[src/rtl/pipe_reg_skid_if.sv]
`default_nettype none
// ============================================================================
// Module      : pipe_reg_skid_if
// Description : Group handshake, flush and age-reference bundle for pipe_reg_skid.
// Revision    : 1.0 - initial release
// ============================================================================
interface pipe_reg_skid_if #(
  parameter int N_LANE = 4,
  parameter int DATA_W = 16,
  parameter int IDX_W  = 6
);
  logic [N_LANE-1:0]        in_vld;
  logic [N_LANE*DATA_W-1:0] in_data;
  logic [N_LANE*IDX_W-1:0]  in_idx;
  logic                     in_rdy;
  logic [N_LANE-1:0]        out_vld;
  logic [N_LANE*DATA_W-1:0] out_data;
  logic [N_LANE*IDX_W-1:0]  out_idx;
  logic                     out_rdy;
  logic                     flush_all;
  logic                     flush_vld;
  logic [IDX_W-1:0]         flush_idx;
  logic [IDX_W-1:0]         rob_head;

  modport master (
    output in_vld, in_data, in_idx, out_rdy, flush_all, flush_vld, flush_idx, rob_head,
    input  in_rdy, out_vld, out_data, out_idx
  );

  modport slave (
    input  in_vld, in_data, in_idx, out_rdy, flush_all, flush_vld, flush_idx, rob_head,
    output in_rdy, out_vld, out_data, out_idx
  );
endinterface
`default_nettype wire

[src/rtl/pipe_reg_skid.sv]
`default_nettype none
// ============================================================================
// Module      : pipe_reg_skid
// Description : Multi-lane pipeline stage with one-group skid buffer, registered
//               in_rdy, age-based selective squash and full flush.
// Revision    : 1.0 - initial release
// ============================================================================
module pipe_reg_skid #(
  parameter int N_LANE = 4,
  parameter int DATA_W = 16,
  parameter int IDX_W  = 6
) (
  input  wire logic        clk,
  input  wire logic        rst,
  pipe_reg_skid_if.slave   bus
);

  typedef enum logic [1:0] {
    ST_EMPTY = 2'd0,
    ST_ONE   = 2'd1,
    ST_TWO   = 2'd2
  } state_t;

  state_t                   r_state;
  state_t                   w_state_nxt;

  logic [N_LANE-1:0]        r_main_vld;
  logic [N_LANE*DATA_W-1:0] r_main_data;
  logic [N_LANE*IDX_W-1:0]  r_main_idx;
  logic [N_LANE-1:0]        r_skid_vld;
  logic [N_LANE*DATA_W-1:0] r_skid_data;
  logic [N_LANE*IDX_W-1:0]  r_skid_idx;

  logic [N_LANE-1:0]        w_main_kill;
  logic [N_LANE-1:0]        w_skid_kill;
  logic [N_LANE-1:0]        w_in_kill;
  logic [IDX_W-1:0]         w_flush_age;
  logic                     w_in_rdy;
  logic                     w_in_fire;
  logic                     w_out_fire;
  logic [N_LANE-1:0]        w_main_rem;
  logic [N_LANE-1:0]        w_skid_sq;
  logic [N_LANE-1:0]        w_in_sq;
  logic [N_LANE-1:0]        w_main_vld_nxt;
  logic [N_LANE-1:0]        w_skid_vld_nxt;
  logic                     w_main_ld_skid;
  logic                     w_main_ld_in;
  logic                     w_skid_ld_in;

  // Age relative to the ROB head; modulo arithmetic handles index wrap.
  function automatic logic [IDX_W-1:0] f_age(input logic [IDX_W-1:0] x,
                                             input logic [IDX_W-1:0] head);
    return x - head;
  endfunction

  assign w_flush_age = f_age(bus.flush_idx, bus.rob_head);

  for (genvar i = 0; i < N_LANE; i++) begin : g_lane
    assign w_main_kill[i] = bus.flush_vld &&
        (f_age(r_main_idx[i*IDX_W +: IDX_W], bus.rob_head) > w_flush_age);
    assign w_skid_kill[i] = bus.flush_vld &&
        (f_age(r_skid_idx[i*IDX_W +: IDX_W], bus.rob_head) > w_flush_age);
    assign w_in_kill[i]   = bus.flush_vld &&
        (f_age(bus.in_idx[i*IDX_W +: IDX_W], bus.rob_head) > w_flush_age);
  end

  assign w_in_rdy   = (r_state != ST_TWO);
  assign w_in_fire  = w_in_rdy && (|bus.in_vld);
  assign w_out_fire = bus.out_rdy && (|r_main_vld);

  // A fired head group is gone regardless of squash; what is left in MAIN is filtered.
  assign w_main_rem = w_out_fire ? '0 : (r_main_vld & ~w_main_kill);
  assign w_skid_sq  = r_skid_vld & ~w_skid_kill;
  assign w_in_sq    = bus.in_vld & ~w_in_kill;

  always_comb begin
    w_main_vld_nxt = w_main_rem;
    w_skid_vld_nxt = w_skid_sq;
    w_main_ld_skid = 1'b0;
    w_main_ld_in   = 1'b0;
    w_skid_ld_in   = 1'b0;
    if (bus.flush_all) begin
      w_main_vld_nxt = '0;
      w_skid_vld_nxt = '0;
    end else begin
      if (!(|w_main_rem) && (|w_skid_sq)) begin
        w_main_vld_nxt = w_skid_sq;
        w_skid_vld_nxt = '0;
        w_main_ld_skid = 1'b1;
      end
      // Accept only happens with SKID empty, so it never collides with the collapse.
      if (w_in_fire && (|w_in_sq)) begin
        if (!(|w_main_vld_nxt)) begin
          w_main_vld_nxt = w_in_sq;
          w_main_ld_in   = 1'b1;
        end else begin
          w_skid_vld_nxt = w_in_sq;
          w_skid_ld_in   = 1'b1;
        end
      end
    end

    if (|w_skid_vld_nxt) begin
      w_state_nxt = ST_TWO;
    end else if (|w_main_vld_nxt) begin
      w_state_nxt = ST_ONE;
    end else begin
      w_state_nxt = ST_EMPTY;
    end
  end

  always_ff @(posedge clk or posedge rst) begin
    if (rst) begin
      r_state <= ST_EMPTY;
    end else begin
      r_state <= w_state_nxt;
    end
  end

  always_ff @(posedge clk or posedge rst) begin
    if (rst) begin
      r_main_vld  <= '0;
      r_main_data <= '0;
      r_main_idx  <= '0;
      r_skid_vld  <= '0;
      r_skid_data <= '0;
      r_skid_idx  <= '0;
    end else begin
      r_main_vld <= w_main_vld_nxt;
      r_skid_vld <= w_skid_vld_nxt;
      if (w_main_ld_skid) begin
        r_main_data <= r_skid_data;
        r_main_idx  <= r_skid_idx;
      end else if (w_main_ld_in) begin
        r_main_data <= bus.in_data;
        r_main_idx  <= bus.in_idx;
      end
      if (w_skid_ld_in) begin
        r_skid_data <= bus.in_data;
        r_skid_idx  <= bus.in_idx;
      end
    end
  end

  assign bus.in_rdy   = w_in_rdy;
  assign bus.out_vld  = r_main_vld;
  assign bus.out_data = r_main_data;
  assign bus.out_idx  = r_main_idx;

endmodule
`default_nettype wire

[src/flat_wrapper.sv]
// flat-port wrapper written by rule: the top's interface ports become plain ports
module pipe_reg_skid_flat 
#(
  parameter int N_LANE = 4,
  parameter int DATA_W = 16,
  parameter int IDX_W  = 6
)
  (clk, rst, bus_in_vld, bus_in_data, bus_in_idx, bus_out_rdy, bus_flush_all, bus_flush_vld, bus_flush_idx, bus_rob_head, bus_in_rdy, bus_out_vld, bus_out_data, bus_out_idx);
  pipe_reg_skid_if #(.N_LANE(N_LANE), .DATA_W(DATA_W), .IDX_W(IDX_W)) bus_i ();
  input  wire logic clk;
  input  wire logic rst;
  input wire logic [$bits(bus_i.in_vld)-1:0] bus_in_vld;
  input wire logic [$bits(bus_i.in_data)-1:0] bus_in_data;
  input wire logic [$bits(bus_i.in_idx)-1:0] bus_in_idx;
  input wire logic [$bits(bus_i.out_rdy)-1:0] bus_out_rdy;
  input wire logic [$bits(bus_i.flush_all)-1:0] bus_flush_all;
  input wire logic [$bits(bus_i.flush_vld)-1:0] bus_flush_vld;
  input wire logic [$bits(bus_i.flush_idx)-1:0] bus_flush_idx;
  input wire logic [$bits(bus_i.rob_head)-1:0] bus_rob_head;
  output wire logic [$bits(bus_i.in_rdy)-1:0] bus_in_rdy;
  output wire logic [$bits(bus_i.out_vld)-1:0] bus_out_vld;
  output wire logic [$bits(bus_i.out_data)-1:0] bus_out_data;
  output wire logic [$bits(bus_i.out_idx)-1:0] bus_out_idx;
  assign bus_i.in_vld = bus_in_vld;
  assign bus_i.in_data = bus_in_data;
  assign bus_i.in_idx = bus_in_idx;
  assign bus_i.out_rdy = bus_out_rdy;
  assign bus_i.flush_all = bus_flush_all;
  assign bus_i.flush_vld = bus_flush_vld;
  assign bus_i.flush_idx = bus_flush_idx;
  assign bus_i.rob_head = bus_rob_head;
  assign bus_in_rdy = bus_i.in_rdy;
  assign bus_out_vld = bus_i.out_vld;
  assign bus_out_data = bus_i.out_data;
  assign bus_out_idx = bus_i.out_idx;
  pipe_reg_skid #(.N_LANE(N_LANE), .DATA_W(DATA_W), .IDX_W(IDX_W)) u_core (.clk(clk), .rst(rst), .bus(bus_i));
endmodule
[config.mk]
export PLATFORM = sky130hd
export DESIGN_NAME = pipe_reg_skid_flat
export DESIGN_NICKNAME = d
export VERILOG_FILES = /design/src/rtl/pipe_reg_skid_if.sv /design/src/rtl/pipe_reg_skid.sv /design/src/flat_wrapper.sv
export SDC_FILE = /design/constraint.sdc
export NUM_CORES = 1
export LEC_CHECK = 0
export ABC_AREA = 1
export CAP_MARGIN = 20
export CORE_MARGIN = 2
export CORE_UTILIZATION = 45
export DETAILED_ROUTE_END_ITERATION = 8
export GPL_ROUTABILITY_DRIVEN = 0
export PLACE_DENSITY = 0.8
export SLEW_MARGIN = 20
export SYNTH_ARGS = -nofsm -noshare
export SYNTH_HDL_FRONTEND = slang
export SYNTH_SLANG_ARGS = --single-unit
[constraint.sdc]
create_clock -name clk -period 7.52 [get_ports clk]
set_clock_uncertainty 0.15 [all_clocks]
set_input_delay 1.504 -clock clk [delete_from_list [all_inputs] [get_ports clk]]
set_output_delay 1.504 -clock clk [all_outputs]
set_load 0.01 [all_outputs]
-- After elaboration in Yosys (flattened, before gate mapping)
Index checks and enable logic that the tools add are counted.
- bits in registers: 186
- input bits: 109
- mux-type cells: 24
- equal/unequal tests: 1
- add/sub/neg operators: 13
- reduce and logical (&&, ||, !) cells: 26
- $lt $le $gt $ge: 12
- bitwise gates (word level): 6
- operators with widths (cell ; number):
    $mux W64 ; 2
    $sub A6 B6 Y6 ; 13
    $gt A6 B6 Y1 ; 12
    $mux W24 ; 2
    $mux W4 ; 10
    $reduce_or A4 Y1 ; 8
    $logic_and A1 B1 Y1 ; 16
    $and A4 B4 Y4 ; 3
    $not A4 Y4 ; 3
    $mux W1 ; 9
    $mux W2 ; 1
    $ne A2 B2 Y1 const B ; 1
    $reduce_bool A2 Y1 ; 1
    $logic_not A1 Y1 ; 1

-- Longest topological paths before layout
Gate-level depths: netlist of the first run.
- depth after elaboration: 18
- depth in mapped cells: 29
- mapped depth without buffers: 29

-- Worst setup path after synthesis of the first run
OpenSTA, ideal clock, no wires.
- path type: input-to-reg
- from: input bus_rob_head[1]
- to: register u_core.r_main_data[0] (netlist: u_core.bus.out_data[0])
- required time: 7.249 ns
- setup slack: 1.605 ns
- library setup time: 0.121 ns
- stages: 24
- arrival time: 5.644 ns
- path buffers: 2
- path through: inv_1 > ha_1 > nand3_1 > nand2_1 > a21o_1 > a21oi_1 > xor2_1 > ha_1 > nand3_1 > nor2_1 > nor2_1 > nand2_1 > nand2_1 > nand2_1 > nand2_1 > nor2_4 > nand2_1 > nand2_1 > nor2_4 > nand3_2 > o21ai_2 > buf_4 > buf_4 > a21oi_2
- cells in the longest elaborated chain, start to end: 16
- RTL lines (what ; RTL line ; source):
    start, declared ; flat_wrapper.sv:19 ; input wire logic [$bits(bus_i.rob_head)-1:0] bus_rob_head;
    $sub A6 B6 Y6 ; pipe_reg_skid.sv:53 ; return x - head;
    $gt A6 B6 Y1 ; pipe_reg_skid.sv:60 ; (f_age(r_main_idx[i*IDX_W +: IDX_W], bus.rob_head) > w_flush_age);
    $logic_and A1 B1 Y1 ; pipe_reg_skid.sv:59 ; assign w_main_kill[i] = bus.flush_vld &&
    $not A4 Y4 ; pipe_reg_skid.sv:72 ; assign w_main_rem = w_out_fire ? '0 : (r_main_vld & ~w_main_kill);
    $and A4 B4 Y4 ; pipe_reg_skid.sv:72 ;
    $mux W4 ; pipe_reg_skid.sv:72 ;
    $reduce_or A4 Y1 ; pipe_reg_skid.sv:86 ; if (!(|w_main_rem) && (|w_skid_sq)) begin
    $logic_not A1 Y1 ; pipe_reg_skid.sv:86 ;
    $logic_and A1 B1 Y1 ; pipe_reg_skid.sv:86 ;
    $mux W4 ; pipe_reg_skid.sv:86 ;
    $mux W4 ; pipe_reg_skid.sv:82 ; if (bus.flush_all) begin
    $reduce_or A4 Y1 ; pipe_reg_skid.sv:93 ; if (!(|w_main_vld_nxt)) begin
    $mux W1 ; pipe_reg_skid.sv:93 ;
    $mux W1 ; pipe_reg_skid.sv:92 ; if (w_in_fire && (|w_in_sq)) begin
    $mux W1 ; pipe_reg_skid.sv:82 ;
    $reduce_bool A2 Y1 (no line) ; - ;
    end signal, assigned ; pipe_reg_skid.sv:132 ; r_main_data <= r_skid_data;
    end signal, assigned ; pipe_reg_skid.sv:135 ; r_main_data <= bus.in_data;
    end, declared ; pipe_reg_skid.sv:28 ; logic [N_LANE*DATA_W-1:0] r_main_data;
Parallel ways exist; a longest one is shown, timed or not. The select of a mux whose other input is x is not followed.
A chain may end at the register's enable or synchronous reset.

-- Worst setup path in the final report of the first run
- from: input bus_rob_head[2]
- to: register u_core.r_main_idx[12] (netlist: u_core.bus.out_idx[12])
- cells in the longest elaborated chain, start to end: 16
- RTL lines (what ; RTL line ; source):
    $sub A6 B6 Y6 ; pipe_reg_skid.sv:53 ;
    $gt A6 B6 Y1 ; pipe_reg_skid.sv:60 ;
    $logic_and A1 B1 Y1 ; pipe_reg_skid.sv:59 ;
    $not A4 Y4 ; pipe_reg_skid.sv:72 ;
    $and A4 B4 Y4 ; pipe_reg_skid.sv:72 ;
    $mux W4 ; pipe_reg_skid.sv:72 ;
    $reduce_or A4 Y1 ; pipe_reg_skid.sv:86 ;
    $logic_not A1 Y1 ; pipe_reg_skid.sv:86 ;
    $logic_and A1 B1 Y1 ; pipe_reg_skid.sv:86 ;
    $mux W4 ; pipe_reg_skid.sv:86 ;
    $mux W4 ; pipe_reg_skid.sv:82 ;
    $reduce_or A4 Y1 ; pipe_reg_skid.sv:93 ;
    $mux W1 ; pipe_reg_skid.sv:93 ;
    $mux W1 ; pipe_reg_skid.sv:92 ;
    $mux W1 ; pipe_reg_skid.sv:82 ;
    $reduce_bool A2 Y1 (no line) ; - ;
    end signal, assigned ; pipe_reg_skid.sv:133 ; r_main_idx <= r_skid_idx;
    end signal, assigned ; pipe_reg_skid.sv:136 ; r_main_idx <= bus.in_idx;
    end, declared ; pipe_reg_skid.sv:29 ; logic [N_LANE*IDX_W-1:0] r_main_idx;
Parallel ways exist; a longest one is shown, timed or not. The select of a mux whose other input is x is not followed.

==> flow_summary.ini, run 1 <==
[global_route]
grt_pass1_vias = 11000
met2_usage = 0.380
grt_most_used_layer = met2
track_usage = 0.220
gr-total-overflow = 0
met3_usage = 0.0427
grt_max_degree = 177
antenna_found_initial = 3
use_met1 = 0.283
grt_pass1_wl_um = 53900

[critical_path]
critPathRequiredTime_ns = 7.73
cp_data_arrival_time_ns = 6.28
path_max_fanout = 66
critPathKind = primary input to flop
crit_path_start_kind = primary input
end_kind = flop
r2r_slack_ns = 3.14

[placed_design]
place_area_mm2 = 0.0151
pre_cts_ws_ns = 1.11
io_buffers = 201
hpwl_um = 22800

[cts]
cts.sinks = 186
numCtsBuffers = 17
clockBufferDepth = 2
htreeDepth = 4
cts_tree = done
cts_setup_buffers = 0
hold_buffers = 0
cts_resized = 0
clk_latency_ns = 0.43
clk_pin_slew_ns = 0.08
clockRootBuffer = clkbuf_16

[synthesis]
yosys.cell_types.count = 40
synth_nets = 1816
synth_warnings = 0
synthArstFlopShare = 1.00
synth-seq-cells = 186
yosysSeqAreaShare = 0.364
syn_inst = 1569
synth_flop_cell = dfrtp_1
netlist_area_mm2 = 0.0128
syn_avg_cell_area_um2 = 8.15
synth-edff-count = 0

[floorplanning]
die_h_um = 173
start_util = 0.459
coreArea_mm2 = 0.0279
die_w_um = 173
fp-row-count = 61
ioPinCount = 202
die-area_mm2 = 0.0298

[drt]
wirelength_um = 32100
num_vias = 11000
drtIter0Drc = 722
drc = 0
final_antenna_net_count = 0
drt_pass1_iterations = 5
routed_via_density = 5.12
wl_per_cell_um = 15.0

[finish]
finalCoreUtilization = 0.565
nNetsFinal = 1997
final_area_mm2 = 0.0157
final_cell_mix = nand2_1, clkdlybuf4s50_1, inv_1
final_common_cell = nand2_1
fillerInstances = 2454
layout-drive-gt1-share = 0.0754
area_growth_pct = 23.1

[timing]
worst_pin_slew_ns = 0.897
fin_crit_ns = 6.07
finalSetupViolations = 0
relSlewSlack = 0.402
finalHoldViolCount = 0
fmax_mhz = 165
min_period_over_period = 0.807
rsz0062_at_grt = false
fin_tns_setup_ns = 0
holdWs_ns = 0.367
slew_viol_final = 0
setup_slack_ns = 1.45

[pwr]
p_per_area_mw_per_mm2 = 453
leakage_nw = 7.53
peakVddDrop_v = 0.000300

[hold_path]
hp-class = flop to flop

[run_status]
outcome = completed

[flow_run]
drv_cap = 0
[power by group]
| part | internal [mW] | switching, mW |
|---|---|---|
| logic | 1.87 | 2.54 |
| clock network | 0.452 | 0.470 |
| registers | 1.52 | 0.287 |
[kinds of logic (layout without fill, tap and decap cells)]
logic type,after synthesis,count (layout),share of synthesized area
and+or+nand+nor,586,586,0.189
adders and majority gates,138,138,0.143
DFF,186,186,0.364
AOI/OAI and AO/OA,352,352,0.180
other,0,1,0
xor gates and xnor gates,58,58,0.0397
buffers and inverters,249,443,0.0846
[flip-flops by register name, indices dropped and copies added (netlist names)]
register and count:
u_core.bus.out_data 64, u_core.bus.out_idx 24, u_core.bus.out_vld 4, u_core.r_skid_data 64
u_core.r_skid_idx 24, u_core.r_skid_vld 4, u_core.r_state 2
[per-layer routing]
layer  routed length, um  part of all wire  up-vias
met5                  24           0.00075        -
met4                 549             0.017        4
met3                1850             0.058       42
met2               15500              0.48      276
met1               14100              0.44     5180
li1                    -                 -     5468
[path summary, 6_finish.rpt]
path | cells after the start | start | endpoint
worst max register to register | 23 | u_core.bus.out_idx[14] | u_core.bus.out_idx[12]
worst min-delay path | 2 | u_core.bus.out_data[1] | u_core.bus.out_data[1]
worst min register to register | 2 | u_core.bus.out_data[1] | u_core.bus.out_data[1]
worst max-delay path | 23 | bus_rob_head[2] | u_core.bus.out_idx[12]
min in group asynchronous | 2 | rst | u_core.r_skid_data[55]
max in group asynchronous | 3 | rst | u_core.bus.out_data[40]
[area by class of cell]
| type | instances | area, um2 | share of cell area |
|---|---|---|---|
| Timing Repair Buffer | 223 | 2240 | 0.142 |
| Clock buffer | 17 | 425 | 0.0270 |
| Inverter | 188 | 713 | 0.0453 |
| Sequential cell | 186 | 4650 | 0.296 |
| Tap cell | 378 | 473 | 0.0301 |
| Multi-Input combinational cell | 1134 | 7060 | 0.448 |
| Antenna cell | 1 | 2.50 | 0.000159 |
| Clock inverter | 15 | 170 | 0.0108 |
[per-stage QoR]
step,cells,power (mW)
final,2142,7.14
after global routing,2141,7.82
after CTS,2141,7.17
after detailed placement,2109,6.21
after global placement,2109,6.01
after floorplan,1569,4.95
[cell usage after synthesis (13+ instances only)]
library cell,n,area (um2)
buf_2,24,120
a21oi_2,53,464
o21ai_0,87,435
inv_1,188,706
nor2_1,148,556
nand2_1,338,1270
ha_1,125,1560
nand3_1,61,305
xor2_1,43,377
a21oi_1,78,390
fa_1,13,260
o21bai_1,14,105
o21a_1,84,631
nand4_1,13,81.3
xnor2_1,15,131
dfrtp_1,186,4650
buf_4,15,113
[critical path, cell delays in order]
cell             delay [ns]
clkdlybuf4s50_1        0.40
inv_1                  0.34
ha_1                   0.36
a21oi_1                0.17
nand2_1                0.10
a21o_1                 0.16
a21oi_1                0.23
xor2_1                 0.25
buf_4                  0.20
ha_1                   0.26
and3_1                 0.22
nand4_1                0.10
nand3b_1               0.10
nand2_1                0.08
nand2_1                0.11
nand2_1                0.10
nor2_1                 0.07
nor2_4                 0.22
nand3_2                0.18
o21ai_4                0.44
buf_12                 0.36
o211ai_1               0.15
o21ai_1                0.11
Note: power is estimated with default switching activity, not from simulation.
==> run 2: changes to the inputs <==
PLACE_DENSITY = 0.82   (was 0.8)
clock period = 5.1 ns   (was 7.52 ns; I/O delays follow)
==> flow_summary.ini, run 2 (synthesized netlist as in run 1, its figures left out) <==
[drt]
num_vias = 11500
wl_per_cell_um = 15.2
drt_pass1_iterations = 6
routed_via_density = 5.19
wirelength_um = 33500
drc = 0
final_antenna_net_count = 0
drtIter0Drc = 695

[critical_path]
worst-path-buf-inv = 6
startpoint = bus_rob_head[1]
cp_slowest_cell = clkdlybuf4s50_1
critPathRequiredTime_ns = 5.31
cpMostUsedCell = nand2_1
reg2reg_from = u_core.bus.out_idx[2]
path_max_fanout = 29
crit_family = buffers and inverters
crit_path_start_kind = primary input
end_kind = flop
critPathKind = primary input to flop
cp_data_arrival_time_ns = 5.12
cp_slowest_stage_delay_ns = 0.51

[cts]
numCtsBuffers = 17
htreeDepth = 4
clockBufferDepth = 2
cts.sinks = 186
clk_latency_ns = 0.43
clk_pin_slew_ns = 0.07
clockRootBuffer = clkbuf_16
cts_tree = done

[global_route]
antenna_found_initial = 2
track_usage = 0.223
grt_pass1_vias = 11400
gr-total-overflow = 0
grt_max_degree = 187
grt_pass1_wl_um = 54600

[placed_design]
io_buffers = 201
dp.cells = 2167
hpwl_um = 24400

[floorplanning]
start_util = 0.459
ioPinCount = 202
fp-row-count = 61
die-area_mm2 = 0.0298
die_w_um = 173
die_h_um = 173
coreArea_mm2 = 0.0279

[hold_path]
hold_start = u_core.bus.out_data[47]
hp-class = flop to flop

[finish]
area_growth_pct = 29.6
nNetsFinal = 2062
finalCoreUtilization = 0.595
final_cell_mix = nand2_1, clkdlybuf4s50_1, inv_1, dfrtp_1, nor2_1
final_common_cell = nand2_1
instances_no_fill = 2205
layout-drive-gt1-share = 0.114

[pwr]
leakage_nw = 7.90
power_mw = 11.3
p_per_area_mw_per_mm2 = 680
peakVddDrop_v = 0.000322

[run_status]
outcome = completed

[timing]
finalSetupViolations = 0
fin_crit_ns = 4.91
worst_pin_slew_ns = 0.644
finalHoldViolCount = 0
slew_viol_final = 0
relSlewSlack = 0.571
rsz0062_at_grt = true
fmax_mhz = 204
min_period_over_period = 0.962
fin_tns_setup_ns = 0

[flow_run]
drv_cap = 0
==> run 2: cell count changes in the layout (fill, tap and decap cells not counted), moves of 3 or more <==
cell,change
buf_4,+40
clkinvlp_4,+6
buf_16,+5
ha_4,+3
buf_6,+9
inv_8,-6
nand2_2,+3
buf_12,+9
ha_1,-4
nand2_1,-3
clkinv_8,-3
==> run 2: power by group <==
group / switching (mW) / leakage [nW] / internal, mW / total, mW
clock: 0.583 / 0.267 / 0.730 / 1.31
sequential: 0.422 / 2.19 / 2.25 / 2.67
combinational: 3.93 / 5.44 / 3.35 / 7.28
total: 4.94 / 7.90 / 6.33 / 11.3
==> run 2: worst min-delay path: stages, from the launching register on <==
cell	delay, ns
dfrtp_1	0.34
nor2_1	0.05
a21oi_2	0.09
==> run 2: cell type report <==
cell class	instances	area, um2
Fill cell	2307	11300
Multi-Input combinational cell	1134	7150
Sequential cell	186	4650
Timing Repair Buffer	288	3010
Inverter	188	713
Tap cell	378	473
Clock buffer	19	443
Clock inverter	11	123
Antenna cell	1	2.50
==> run 2: layer usage <==
layer  track usage  part of all wire  up-vias
li1              -                 -     5587
met1         0.278              0.43     5457
met2         0.379              0.49      340
met3        0.0453             0.052       66
met4        0.0887             0.032        0
met5             0                 0        -
==> run 2: worst paths after layout <==
check | cells past startpoint | slack, ns | to
setup / recovery | 28 | 0.19 | u_core.bus.out_data[22]
hold / removal | 2 | 0.37 | u_core.bus.out_data[47]
setup reg to reg | 24 | 1.14 | u_core.bus.out_data[22]
hold reg to reg | 2 | 0.37 | u_core.bus.out_data[47]
max in group asynchronous | 4 | 3.04 | u_core.bus.out_data[44]
min in group asynchronous | 3 | 0.88 | u_core.r_skid_data[20]
==> run 2: timing repair <==
action / CTS / global route
buffers inserted: 0 / 4
endpoints found under the hold margin: 0 / 0
resized for setup: 0 / 30
hold buffers: 0 / 0
setup endpoints to repair: 0 / 142
==> run 2: through the flow <==
step	setup WS [ns]	cell area [um2]	hold WS, ns
6_report	0.193	16600	0.367
3_3_place_gp	-0.0795	15700	0.349
3_5_place_dp	-0.223	15700	0.359
2_1_floorplan	0.00407	12800	0.336
4_1_cts	0.199	16300	0.374
5_1_grt	-0.0798	16600	0.381
